### src/rtl/mesi_isc_breq_arb.sv
// Round-robin arbiter from the four per-CPU breq FIFOs into the broadcast FIFO,
// with an in-flight table that holds back heads whose line is still being broadcast.
module mesi_isc_breq_arb #(
    parameter int ADDR_WIDTH       = 32,
    parameter int BROAD_TYPE_WIDTH = 2,
    parameter int BROAD_ID_WIDTH   = 7,
    parameter int INFLIGHT_DEPTH   = 4,
    parameter int LINE_LSB         = 0
) (
    input  logic                                 clk,
    input  logic                                 rst,
    input  logic [3:0]                           fifo_status_empty_array_i,
    input  logic [4*ADDR_WIDTH-1:0]              broad_addr_array_i,
    input  logic [4*BROAD_TYPE_WIDTH-1:0]        broad_type_array_i,
    input  logic [4*BROAD_ID_WIDTH-1:0]          broad_id_array_i,
    input  logic                                 broad_fifo_status_full_i,
    input  logic                                 broad_done_i,
    input  logic [1:0]                           broad_done_cpu_id_i,
    input  logic [BROAD_ID_WIDTH-1:0]            broad_done_id_i,
    output logic [3:0]                           fifo_rd_array_o,
    output logic                                 broad_fifo_wr_o,
    output logic [ADDR_WIDTH-1:0]                broad_addr_o,
    output logic [BROAD_TYPE_WIDTH-1:0]          broad_type_o,
    output logic [1:0]                           broad_cpu_id_o,
    output logic [BROAD_ID_WIDTH-1:0]            broad_id_o,
    output logic [$clog2(INFLIGHT_DEPTH+1)-1:0]  inflight_count_o,
    output logic                                 inflight_full_o,
    output logic                                 done_err_o
);
    localparam int CW = $clog2(INFLIGHT_DEPTH + 1);

    logic [1:0]                  ptr_r;
    logic [3:0]                  cool_r;
    logic [INFLIGHT_DEPTH-1:0]   valid_r;
    logic [1:0]                  ent_cpu_r  [INFLIGHT_DEPTH];
    logic [BROAD_ID_WIDTH-1:0]   ent_id_r   [INFLIGHT_DEPTH];
    logic [ADDR_WIDTH-1:0]       ent_addr_r [INFLIGHT_DEPTH];
    logic [CW-1:0]               count_r;
    logic                        err_r;

    logic [ADDR_WIDTH-1:0]       head_addr_s [4];
    logic [BROAD_TYPE_WIDTH-1:0] head_type_s [4];
    logic [BROAD_ID_WIDTH-1:0]   head_id_s   [4];
    logic [3:0]                  conflict_s;
    logic [3:0]                  eligible_s;
    logic                        full_s;
    logic                        grant_s;
    logic                        found_s;
    logic [1:0]                  sel_s;
    logic [1:0]                  idx_s;
    logic [INFLIGHT_DEPTH-1:0]   match_s;
    logic [INFLIGHT_DEPTH-1:0]   free_oh_s;
    logic [CW-1:0]               clr_cnt_s;

    function automatic logic [CW-1:0] count_ones(input logic [INFLIGHT_DEPTH-1:0] v);
        logic [CW-1:0] n;
        n = '0;
        for (int e = 0; e < INFLIGHT_DEPTH; e++) begin
            n = n + CW'(v[e]);
        end
        return n;
    endfunction

    // Unpack the flattened per-CPU head fields.
    always_comb begin
        for (int i = 0; i < 4; i++) begin
            head_addr_s[i] = broad_addr_array_i[i*ADDR_WIDTH +: ADDR_WIDTH];
            head_type_s[i] = broad_type_array_i[i*BROAD_TYPE_WIDTH +: BROAD_TYPE_WIDTH];
            head_id_s[i]   = broad_id_array_i[i*BROAD_ID_WIDTH +: BROAD_ID_WIDTH];
        end
    end

    // A head conflicts when its line is still held by a valid in-flight entry.
    always_comb begin
        conflict_s = 4'b0000;
        for (int i = 0; i < 4; i++) begin
            for (int e = 0; e < INFLIGHT_DEPTH; e++) begin
                conflict_s[i] = conflict_s[i] | (valid_r[e] &&
                    (ent_addr_r[e][ADDR_WIDTH-1:LINE_LSB] == head_addr_s[i][ADDR_WIDTH-1:LINE_LSB]));
            end
        end
    end

    assign eligible_s = ~fifo_status_empty_array_i & ~cool_r & ~conflict_s;
    assign full_s     = (count_r == CW'(INFLIGHT_DEPTH));
    assign grant_s    = (|eligible_s) && !broad_fifo_status_full_i && !full_s && !rst;

    // Round-robin search starting just after the last granted CPU.
    always_comb begin
        found_s = 1'b0;
        sel_s   = ptr_r;
        idx_s   = ptr_r;
        for (int k = 0; k < 4; k++) begin
            idx_s = ptr_r + 2'(k + 1);
            if (!found_s && eligible_s[idx_s]) begin
                found_s = 1'b1;
                sel_s   = idx_s;
            end else begin
                found_s = found_s;
            end
        end
    end

    // Pop and push are combinational in the decision cycle.
    always_comb begin
        fifo_rd_array_o = 4'b0000;
        broad_fifo_wr_o = 1'b0;
        broad_addr_o    = '0;
        broad_type_o    = '0;
        broad_cpu_id_o  = 2'b00;
        broad_id_o      = '0;
        if (grant_s) begin
            fifo_rd_array_o = 4'b0001 << sel_s;
            broad_fifo_wr_o = 1'b1;
            broad_addr_o    = head_addr_s[sel_s];
            broad_type_o    = head_type_s[sel_s];
            broad_cpu_id_o  = sel_s;
            broad_id_o      = head_id_s[sel_s];
        end else begin
            broad_fifo_wr_o = 1'b0;
        end
    end

    // Completion matching and lowest free slot for the next insert.
    always_comb begin
        for (int e = 0; e < INFLIGHT_DEPTH; e++) begin
            match_s[e] = broad_done_i && valid_r[e] &&
                         (ent_cpu_r[e] == broad_done_cpu_id_i) && (ent_id_r[e] == broad_done_id_i);
        end
        free_oh_s = ~valid_r & (valid_r + INFLIGHT_DEPTH'(1));
        clr_cnt_s = count_ones(match_s);
    end

    // Pointer, cooldown, in-flight table, count and sticky error.
    always_ff @(posedge clk) begin
        if (rst) begin
            ptr_r   <= 2'd3;
            cool_r  <= 4'b0000;
            valid_r <= '0;
            count_r <= '0;
            err_r   <= 1'b0;
            for (int e = 0; e < INFLIGHT_DEPTH; e++) begin
                ent_cpu_r[e]  <= 2'b00;
                ent_id_r[e]   <= '0;
                ent_addr_r[e] <= '0;
            end
        end else begin
            if (grant_s) begin
                ptr_r  <= sel_s;
                cool_r <= 4'b0001 << sel_s;
            end else begin
                cool_r <= 4'b0000;
            end
            // Cleared slots are valid pre-edge and the insert slot is not, so they never collide.
            valid_r <= (valid_r & ~match_s) | (grant_s ? free_oh_s : '0);
            for (int e = 0; e < INFLIGHT_DEPTH; e++) begin
                if (grant_s && free_oh_s[e]) begin
                    ent_cpu_r[e]  <= sel_s;
                    ent_id_r[e]   <= head_id_s[sel_s];
                    ent_addr_r[e] <= head_addr_s[sel_s];
                end
            end
            count_r <= count_r + CW'(grant_s) - clr_cnt_s;
            if (broad_done_i && (match_s == '0)) begin
                err_r <= 1'b1;
            end
        end
    end

    assign inflight_count_o = count_r;
    assign inflight_full_o  = full_s;
    assign done_err_o       = err_r;

endmodule
### config.mk
export PLATFORM = sky130hd
export DESIGN_NAME = mesi_isc_breq_arb
export DESIGN_NICKNAME = d
export VERILOG_FILES = /design/src/rtl/mesi_isc_breq_arb.sv
export SDC_FILE = /design/constraint.sdc
export NUM_CORES = 1
export LEC_CHECK = 0
export CORE_ASPECT_RATIO = 1.5
export CORE_UTILIZATION = 45
export DETAILED_ROUTE_END_ITERATION = 10
export GPL_TIMING_DRIVEN = 0
export PLACE_DENSITY = 0.7
export SYNTH_ARGS = -nofsm -noshare
export SYNTH_HDL_FRONTEND = slang
export SYNTH_SLANG_ARGS = --single-unit
### constraint.sdc
create_clock -name clk -period 6.6 [get_ports clk]
set_input_delay 0.99 -clock clk [delete_from_list [all_inputs] [get_ports clk]]
set_output_delay 0.99 -clock clk [all_outputs]
set_load 0.03 [all_outputs]
Yosys cells after proc, flatten, opt, wreduce, memory -nomap -nowiden
Memories as Yosys holds them, arrays and structs flattened.
Cells that the tools add are included.

storage, ports and cells
  logic and storage cells = 187
  memories = 3
  RAM bits = 164
  flip-flop bits (word level) = 14
  output and inout port bits = 53
  bits of input ports = 181

cells by class
  muxes and demuxes = 57
  shift-type cells = 1
  equal/unequal tests = 25
  add/sub/neg operators = 9
  magnitude comparators = 5
  bitwise gates (word level) = 35
  reduce and logical (&&, ||, !) cells = 47

memories
  name        words  width  read ports  clocked after Yosys merged registers in  wr ports  RTL line  RTL
  ent_addr_r  4      32     4           0                                        4         37        logic [ADDR_WIDTH-1:0] ent_addr_r [INFLIGHT_DEPTH];
  ent_id_r    4      7      4           0                                        4         36        logic [BROAD_ID_WIDTH-1:0] ent_id_r [INFLIGHT_DEPTH];
  ent_cpu_r   4      2      4           0                                        4         35        logic [1:0] ent_cpu_r [INFLIGHT_DEPTH];

operators by type and width
  cell                 count
  $eq 32x32->1         16
  $mux 32              7
  $bmux 32 s2          1
  $mux 7               7
  $logic_and 1x1->1    39
  $eq 7x7->1           4
  $mux 2               12
  $or 1x1->1           24
  $mux 1               22
  $not 4->4            5
  $and 4x4->4          4
  $bmux 7 s2           1
  $lt 2x3->1 const B   4
  $bmux 1 s2           4
  $eq 2x2->1           4
  $mux 4               2
  $add 3x1->3          2
  $logic_not 1->1      6
  $add 2x2->2 const B  2
  $add 4x1->4 const B  1
  $bmux 2 s2           1
  $logic_not 4->1      1
  $or 4x4->4           1
  $reduce_or 4->1      1
  other kinds (8)      8

Depth between registers and ports, before layout
Gate-level depths: netlist (run 1).

  word-level depth = 24
  depth in mapped cells = 18
  depth with buffers taken out = 15

Worst setup path before layout (run 1)
No wires, ideal clock.

  path kind = input -> register
  start point = input port broad_addr_array_i[48]
  end point = register count_r[2] (netlist: inflight_count_o[2])
  library setup time = 0.126 ns
  path buffers = 3
  required time = 6.474 ns
  arrival = 4.879 ns
  setup slack = 1.595 ns
  cell stages on the path = 18
  path through = clkbuf_1 -> xnor2_1 -> nand4_1 -> nor4_1 -> nand4_1 -> o41ai_2 -> nor2_1 -> nor4_1 -> nor4_4 -> clkbuf_1 -> clkbuf_1 -> fa_1 -> ha_1 -> inv_1 -> fa_1 -> xnor2_1 -> xnor2_1 -> nor2_1

on the way
  cells in the longest elaborated chain, start to end = 13
  elaborated cells between the ends (all ways) = 19
  classes of those cells = add/sub: 2; eq/ne: 4; bitwise: 5; reduce/logical: 8

RTL lines
  element                            RTL line  RTL
  from (decl)                        13        input logic [4*ADDR_WIDTH-1:0] broad_addr_array_i,
  $eq 32x32->1                       79        (ent_addr_r[e][ADDR_WIDTH-1:LINE_LSB] == head_addr_s[i][ADDR_WIDTH-1:LINE_LSB]));
  $logic_and 1x1->1                  78        conflict_s[i] = conflict_s[i] | (valid_r[e] &&
  $or 1x1->1 (2 in series)           78
  $or 1x1->1 *                       78
  $not 4->4 *                        84        assign eligible_s = ~fifo_status_empty_array_i & ~cool_r & ~conflict_s;
  $and 4x4->4 *                      84
  $reduce_or 4->1 *                  86        assign grant_s = (|eligible_s) && !broad_fifo_status_full_i && !full_s && !rst;
  $logic_and 1x1->1 * (3 in series)  86
  $add 3x1->3 *                      163       count_r <= count_r + CW'(grant_s) - clr_cnt_s;
  $sub 3x3->3 *                      163
  to (signal assigned)               163
  to (decl)                          38        logic [CW-1:0] count_r;

Mark *: on every way between the ends. The rest lies on a longest branch, timed or not.
A chain may end at the register's enable or synchronous reset.

Final worst setup path (run 1)
  start point = input port broad_addr_array_i[12]
  end point = output port broad_addr_o[29]

on the way
  cells in the longest elaborated chain, start to end = 24
  elaborated cells between the ends (all ways) = 43
  classes of those cells = eq/ne: 4; mux: 19; bitwise: 6; reduce/logical: 14

RTL lines
  element                                      RTL line  RTL
  $eq 32x32->1                                 79
  $logic_and 1x1->1                            78
  $or 1x1->1 (2 in series)                     78
  $or 1x1->1 *                                 78
  $not 4->4 *                                  84
  $and 4x4->4 *                                84
  $bmux 1 s2                                   95        if (!found_s && eligible_s[idx_s]) begin
  $mux 1 (implied by the code)                 95
  [6 not listed]                               --
  $mux 1                                       95
  $logic_not 1->1                              95
  $logic_and 1x1->1                            95
  $mux 2                                       95
  $not 2->3 (implied by the code)              115       broad_addr_o = head_addr_s[sel_s];
  $bmux 32 s2                                  115
  $mux 32 (implied by the code) (2 in series)  115
  $mux 32 *                                    112       if (grant_s) begin
  to (decl)                                    22        output logic [ADDR_WIDTH-1:0] broad_addr_o,

Mark *: on every way between the ends. The rest lies on a longest branch, timed or not. The select of a mux whose other input is x is not followed.

==> flow_summary.yaml, run 1 <==
timing:
  finalCriticalPeriod_ps: 6890
  setup_ws_ps: -295
  drv_slew: 0
  setup-violations-final: 39
  slew_headroom: 0.199
  skew_ps: 17.0
  worst_pin_slew_ps: 1190
  finalCritPeriodShare: 1.04
  hold_viol_final: 0
  rsz0062_at_grt: "yes"
  clock.fmax_mhz: 145
worst_hold_path:
  min_path_cells: 2
  hp-class: "reg -> reg"
cts:
  tritoncts: "done"
  cts.reportedPaths.clkPinSlew_ps: 90
  clk_latency_ps: 500
  cts_max_path_buffers: 2
  htree_levels: 4
  cts_made_buffers: 17
  hold_buffers: 0
  clock-sinks: 178
  cts-root-buf: "clkbuf_16"
routing:
  dr.pass1.iters: 5
  route.detailed.drc: 0
  num_vias: 14300
  detail_route.vias_per_cell: 6.96
  wl_mm: 86.5
  postRouteAntennaNets: 0
  first_iter_violations: 2078
  avgRoutedWirePerCell_um: 42.1
power:
  power.density_mw_per_mm2: 244
  p_leak_uw: 0.00636
  vdd.ir_drop.worst_v: 0.000193
floorplan:
  core_area_mm2: 0.0328
  dieWidth_um: 152
  num_rows: 81
  die_h_um: 226
  dieArea_mm2: 0.0343
  io-pin-count: 234
  start_util: 0.459
placement:
  placed_area_mm2: 0.0168
  place_ws_ps: -902
  dp_hpwl_mm: 69.8
  port_buffers: 106
  gp_congestion: 1.13
grt:
  antenna_found_initial: 3
  grt_usage: 0.509
  grt_pass1_wl_mm: 114
  grt-ovfl-total: 0
  grt_pass1_vias: 13800
  grt_max_degree: 28
synthesis:
  yosysWarnings: 0
  syn_inst: 1494
  ys_seq_elements: 178
  async_flop_share: 0
  synth_area_mm2: 0.0151
  ys_types: 55
  ys_seq_area_frac: 0.345
  syn_area_per_cell_um2: 10.1
  synth_edf_count: 164
  ys.flop_type: "edfxtp_1"
  syn_nets: 1680
run_status:
  violations: "negative setup slack"
  status: "complete, but fails checks"
critical_path:
  arrival_ps: 5900
  worstSetupEndpointType: "primary output"
  slowest_delay_ps: 790
  start_kind: "input pin"
  r2r_cells: 17
  crit_slowest_cell: "nor4_1"
  critPathMaxFanout: 10
  critPathBufInv: 4
  path_delay_family: "simple AND/OR/NAND/NOR gates"
  path_cells: "buf_2, xor2_1, nor4_1, nand4_1, nor4_1, or4_1, a21oi_1, o21ai_2, buf_4, buf_4, mux2i_2, o22ai_1, clkdlybuf4s50_1"
  worst-path-stages: 13
  crit_type: "in -> out"
  required_ps: 5610
finish:
  nets: 1813
  final_cell_area_mm2: 0.0177
  drive_gt1_frac: 0.133
  area.growth.synth_to_final_pct: 17.3
job:
  cap_viol_max_count: 0
==> flip-flops by register name (all words and copies together), names as in the netlist <==
| signal | count |
|---|---|
| ent_cpu_r | 8 |
| ent_addr_r | 128 |
| ent_id_r | 28 |
| inflight_count_o | 3 |
| cool_r | 4 |
| valid_r | 4 |
| done_err_o | 1 |
| ptr_r | 2 |
==> layout make-up <==
| class | count | area [µm²] |
|---|---|---|
| diodes | 2 | 5.00 |
| plain buffers | 186 | 911 |
| clock buffers | 17 | 425 |
| clock inverters | 15 | 223 |
| fillers | 2944 | 15100 |
| inverters | 18 | 67.6 |
| multi-input cells | 1112 | 9170 |
| flip-flops and latches | 178 | 5200 |
| well taps | 415 | 519 |
| repair buffers | 114 | 1170 |
==> per-layer routing <==
layer,up-vias,GRT usage,part of all wire
li1,5665,-,-
met1,6835,0.548,0.32
met2,1347,0.798,0.45
met3,458,0.141,0.11
met4,4,0.474,0.12
met5,-,0.00152,0.00031
==> cell usage after synthesis, types with 10 or more instances <==
| cell type | count | share of area |
|---|---|---|
| edfxtp_1 | 164 | 0.33 |
| xor2_1 | 341 | 0.20 |
| inv_1 | 18 | 0.0045 |
| o22ai_2 | 38 | 0.032 |
| buf_2 | 53 | 0.018 |
| nor4_1 | 86 | 0.036 |
| nand3_1 | 28 | 0.0093 |
| clkbuf_1 | 103 | 0.026 |
| o22ai_1 | 157 | 0.065 |
| nand4_1 | 59 | 0.024 |
| dfxtp_1 | 14 | 0.019 |
| nor2_1 | 18 | 0.0045 |
| mux2i_1 | 77 | 0.051 |
| xnor2_1 | 205 | 0.12 |
| nor3_1 | 23 | 0.0076 |
| buf_6 | 12 | 0.0090 |
| buf_4 | 10 | 0.0050 |
==> logic make-up (layout without fill, tap and decap cells) <==
| kind of cell | after synthesis | in the layout | share of synthesized area |
|---|---|---|---|
| flip-flops | 178 | 178 | 0.345 |
| other | 0 | 2 | 0 |
| AO/OA/AOI/OAI | 220 | 220 | 0.110 |
| adder cells (fa/ha/maj) | 5 | 5 | 0.00564 |
| multiplexers | 80 | 80 | 0.0550 |
| AND/OR/NAND/NOR | 261 | 261 | 0.104 |
| buffers and inverters | 204 | 350 | 0.0640 |
| XOR/XNOR | 546 | 546 | 0.317 |
==> per-stage QoR <==
stage          total power [µW]  instances  hold WS (ps)  utilization  TNS, ps
2_1_floorplan              2370       1494           497            -        0
3_3_place_gp               3030       2015           456        0.508  -128210
3_5_place_dp               3040       2020           487        0.511   -29440
4_1_cts                    4180       2052           508        0.534        0
5_1_grt                    4330       2055           564        0.539     -561
6_report                   4310       2057           512        0.539    -6210
==> placed cells by master (no fill, tap or decap), drive strengths merged, types with 59 or more instances in the layout <==
master	n
nand4	59
clkbuf	126
xor2	341
xnor2	205
edfxtp	164
o22ai	195
buf	85
nor4	88
clkdlybuf4s50	105
mux2i	78
==> path summary, 6_finish.rpt <==
kind | startpoint | slack (ps) | endpoint
setup / recovery | broad_addr_array_i[12] | -290 | broad_addr_o[29]
hold reg to reg | done_err_o | 510 | done_err_o
hold / removal | done_err_o | 510 | done_err_o
setup reg to reg | ent_addr_r[3][24] | 850 | inflight_count_o[2]
==> repair_timing <==
action	CTS	global route
pin swaps	0	2
gates resized for setup	23	27
setup endpoints to repair	48	45
buffers inserted	0	3
==> power by group <==
part,leakage (µW),switching (µW),total (µW),internal [µW]
sequential,0.00182,160,1490,1330
clock,0.000311,628,1170,537
combinational,0.00423,1090,1650,561
==> worst register-to-register path, stage by stage (launching register included) <==
cell      delay (ps)
edfxtp_1         590
xor2_1           270
nor4_1           800
nand4_1          270
nor3_1           450
or3_1            450
nor4_2           120
nor4_2           450
nor4_4           120
clkbuf_1         250
clkbuf_1         300
fa_1             560
ha_1             150
inv_1             50
fa_1             410
xnor2_1          190
xnor2_1          150
nor2_1            60
(Power assumes the default switching activity.)
==> run 2, diff against run 1 <==
CORE_UTILIZATION = 36   (was 45)
CTS_CLUSTER_SIZE = 30   (was default)
PLACE_DENSITY = 0.58   (was 0.7)
==> run 2 against run 1 <==
The flow still finishes with violations (negative setup slack). Combinational power is essentially flat. Sequential share of layout area fell by 0.55 points. Design area increased by 1.9%. Wire length up 8.0%. Critical path type unchanged. Largest power group unchanged.
==> flow_summary.yaml, run 2 (synthesis results as in run 1) <==
run_status:
  status: "complete, but fails checks"
  violations: "negative setup slack"
routing:
  detail_route.vias_per_cell: 6.28
  route.detailed.drc: 0
  postRouteAntennaNets: 0
  first_iter_violations: 1582
  avgRoutedWirePerCell_um: 42.6
  wl_mm: 93.4
  dr.pass1.iters: 5
  num_vias: 13800
floorplan:
  dieArea_mm2: 0.0428
  io-pin-count: 234
  die_h_um: 253
  core_area_mm2: 0.0412
  num_rows: 91
  dieWidth_um: 169
  start_util: 0.366
critical_path:
  arrival_ps: 5690
  crit_type: "in -> out"
  critPathMaxFanout: 10
  worstSetupEndpointType: "primary output"
  crit_slowest_cell: "clkdlybuf4s50_1"
  required_ps: 5610
  slowest_delay_ps: 620
  start_kind: "input pin"
  path_cells: "clkbuf_1, xnor2_1, nand4_1, nor4_1, nand4_1, o211ai_1, buf_4, or2_2, a21oi_1, o21ai_4, buf_6, buf_6, mux2i_1, o22ai_1, clkdlybuf4s50_1"
power:
  p_seq_frac: 0.351
  p_leak_uw: 0.00641
  p_comb_frac: 0.392
  pwr-share-clk: 0.257
  p_sw_frac: 0.434
  p_switching_uw: 1860
  power.density_mw_per_mm2: 238
  vdd.ir_drop.worst_v: 0.000169
  intPower_uw: 2430
grt:
  grt_pass1_wl_mm: 122
  grt-ovfl-total: 0
  grt_max_degree: 42
  grt_use_met2: 0.747
  grt_usage: 0.437
  use_met3: 0.0697
  grt_pass1_vias: 13700
  grt_use_met1: 0.475
  busiest_layer: "met2"
  antenna_found_initial: 1
timing:
  skew_ps: 15.0
  worst_pin_slew_ps: 1260
  slew_headroom: 0.154
  setup-violations-final: 24
  drv_slew: 0
  finalCritPeriodShare: 1.01
  setup_ws_ps: -84.1
  rsz0062_at_grt: "no"
  finalCriticalPeriod_ps: 6680
  hold_viol_final: 0
  clock.fmax_mhz: 150
finish:
  drive_gt1_frac: 0.151
  area.growth.synth_to_final_pct: 19.5
  largest_reg_flops: 128
  reg_top3: "ent_addr_r x128, ent_id_r x28, ent_cpu_r x8"
  fin_cells: 2195
  mostFrequentLayoutCells: "xor2_1, xnor2_1, edfxtp_1"
  largest-register: "ent_addr_r"
  fillerInstances: 4107
  utilization: 0.437
  nets: 1808
  final_common_cell: "xor2_1"
placement:
  dp_hpwl_mm: 75.9
  gp_congestion: 1.06
  port_buffers: 106
  dp.cells: 2159
cts:
  clock-sinks: 178
  cts_max_path_buffers: 2
  tritoncts: "done"
  cts_made_buffers: 17
  htree_levels: 4
  cts-root-buf: "clkbuf_16"
  cts.reportedPaths.clkPinSlew_ps: 90
  clk_latency_ps: 480
worst_hold_path:
  hp-class: "reg -> reg"
job:
  cap_viol_max_count: 0
[run 2: cell types whose count changed in the layout (fill, tap and decap cells not counted), moves of 4 or more]
cell     delta
nor4_4      +4
mux2i_4     +6
mux2i_1    -24
inv_12      -5
xnor2_1     -4
mux2i_2    +18
[run 2: power groups by stage]
stage / clock, µW / sequential, µW / combinational (µW)
2_1_floorplan: 0 / 1470 / 900
6_report: 1100 / 1510 / 1680
4_1_cts: 1080 / 1500 / 1620
3_3_place_gp: 0 / 1530 / 1550
3_5_place_dp: 0 / 1520 / 1550
5_1_grt: 1120 / 1510 / 1710
[run 2: path summary, 6_finish.rpt]
path,cells past startpoint,slack (ps),endpoint,start
worst min-delay path,2,490,done_err_o,done_err_o
worst max register to register,17,1000,inflight_count_o[2],ent_addr_r[3][24]
worst min register to register,2,490,done_err_o,done_err_o
worst max-delay path,15,-80,broad_addr_o[25],broad_addr_array_i[45]
[run 2: repair_timing]
item	4_1_cts	5_1_grt
hold buffers	0	0
pin swaps	5	7
resized for setup	76	32
setup buffers	1	1
setup endpoints to repair	48	37
hold endpoints to repair	0	0
[run 2: cell type report]
type                    instances  area [µm²]  share of cell area
diodes                          2        5.00            0.000278
plain buffers                 186         932              0.0517
clock buffers                  18         429              0.0238
clock inverters                14         165             0.00916
inverters                      18        67.6             0.00375
multi-input cells            1112        9430               0.523
flip-flops and latches        178        5200               0.289
well taps                     558         698              0.0387
repair buffers                109        1100              0.0608
[run 2: per-stage QoR]
stage	setup WS (ps)	hold WS [ps]	instance area (µm²)	power [µW]	TNS, ps
after global routing	2.55	536	18000	4330	0
final	-84.1	494	18000	4290	-730
after detailed placement	-1200	463	16900	3070	-44190
after CTS	-17.9	499	17900	4200	-17.9
after global placement	-1410	465	16800	3080	-240320
after floorplan	1590	497	15100	2370	0
[run 2: critical path, delay by kind of cell]
family	cells	cell delay, ps
multiplexers	1	460
buffers and inverters	5	1590
XOR/XNOR	1	450
AND/OR/NAND/NOR	4	1390
AO/OA/AOI/OAI	4	810
[run 2: metal layers]
layer  vias up  share of wire
met4         2          0.098
met1      6948           0.35
li1       5639              -
met2       905           0.49
met3       287          0.066
met5         -        0.00014
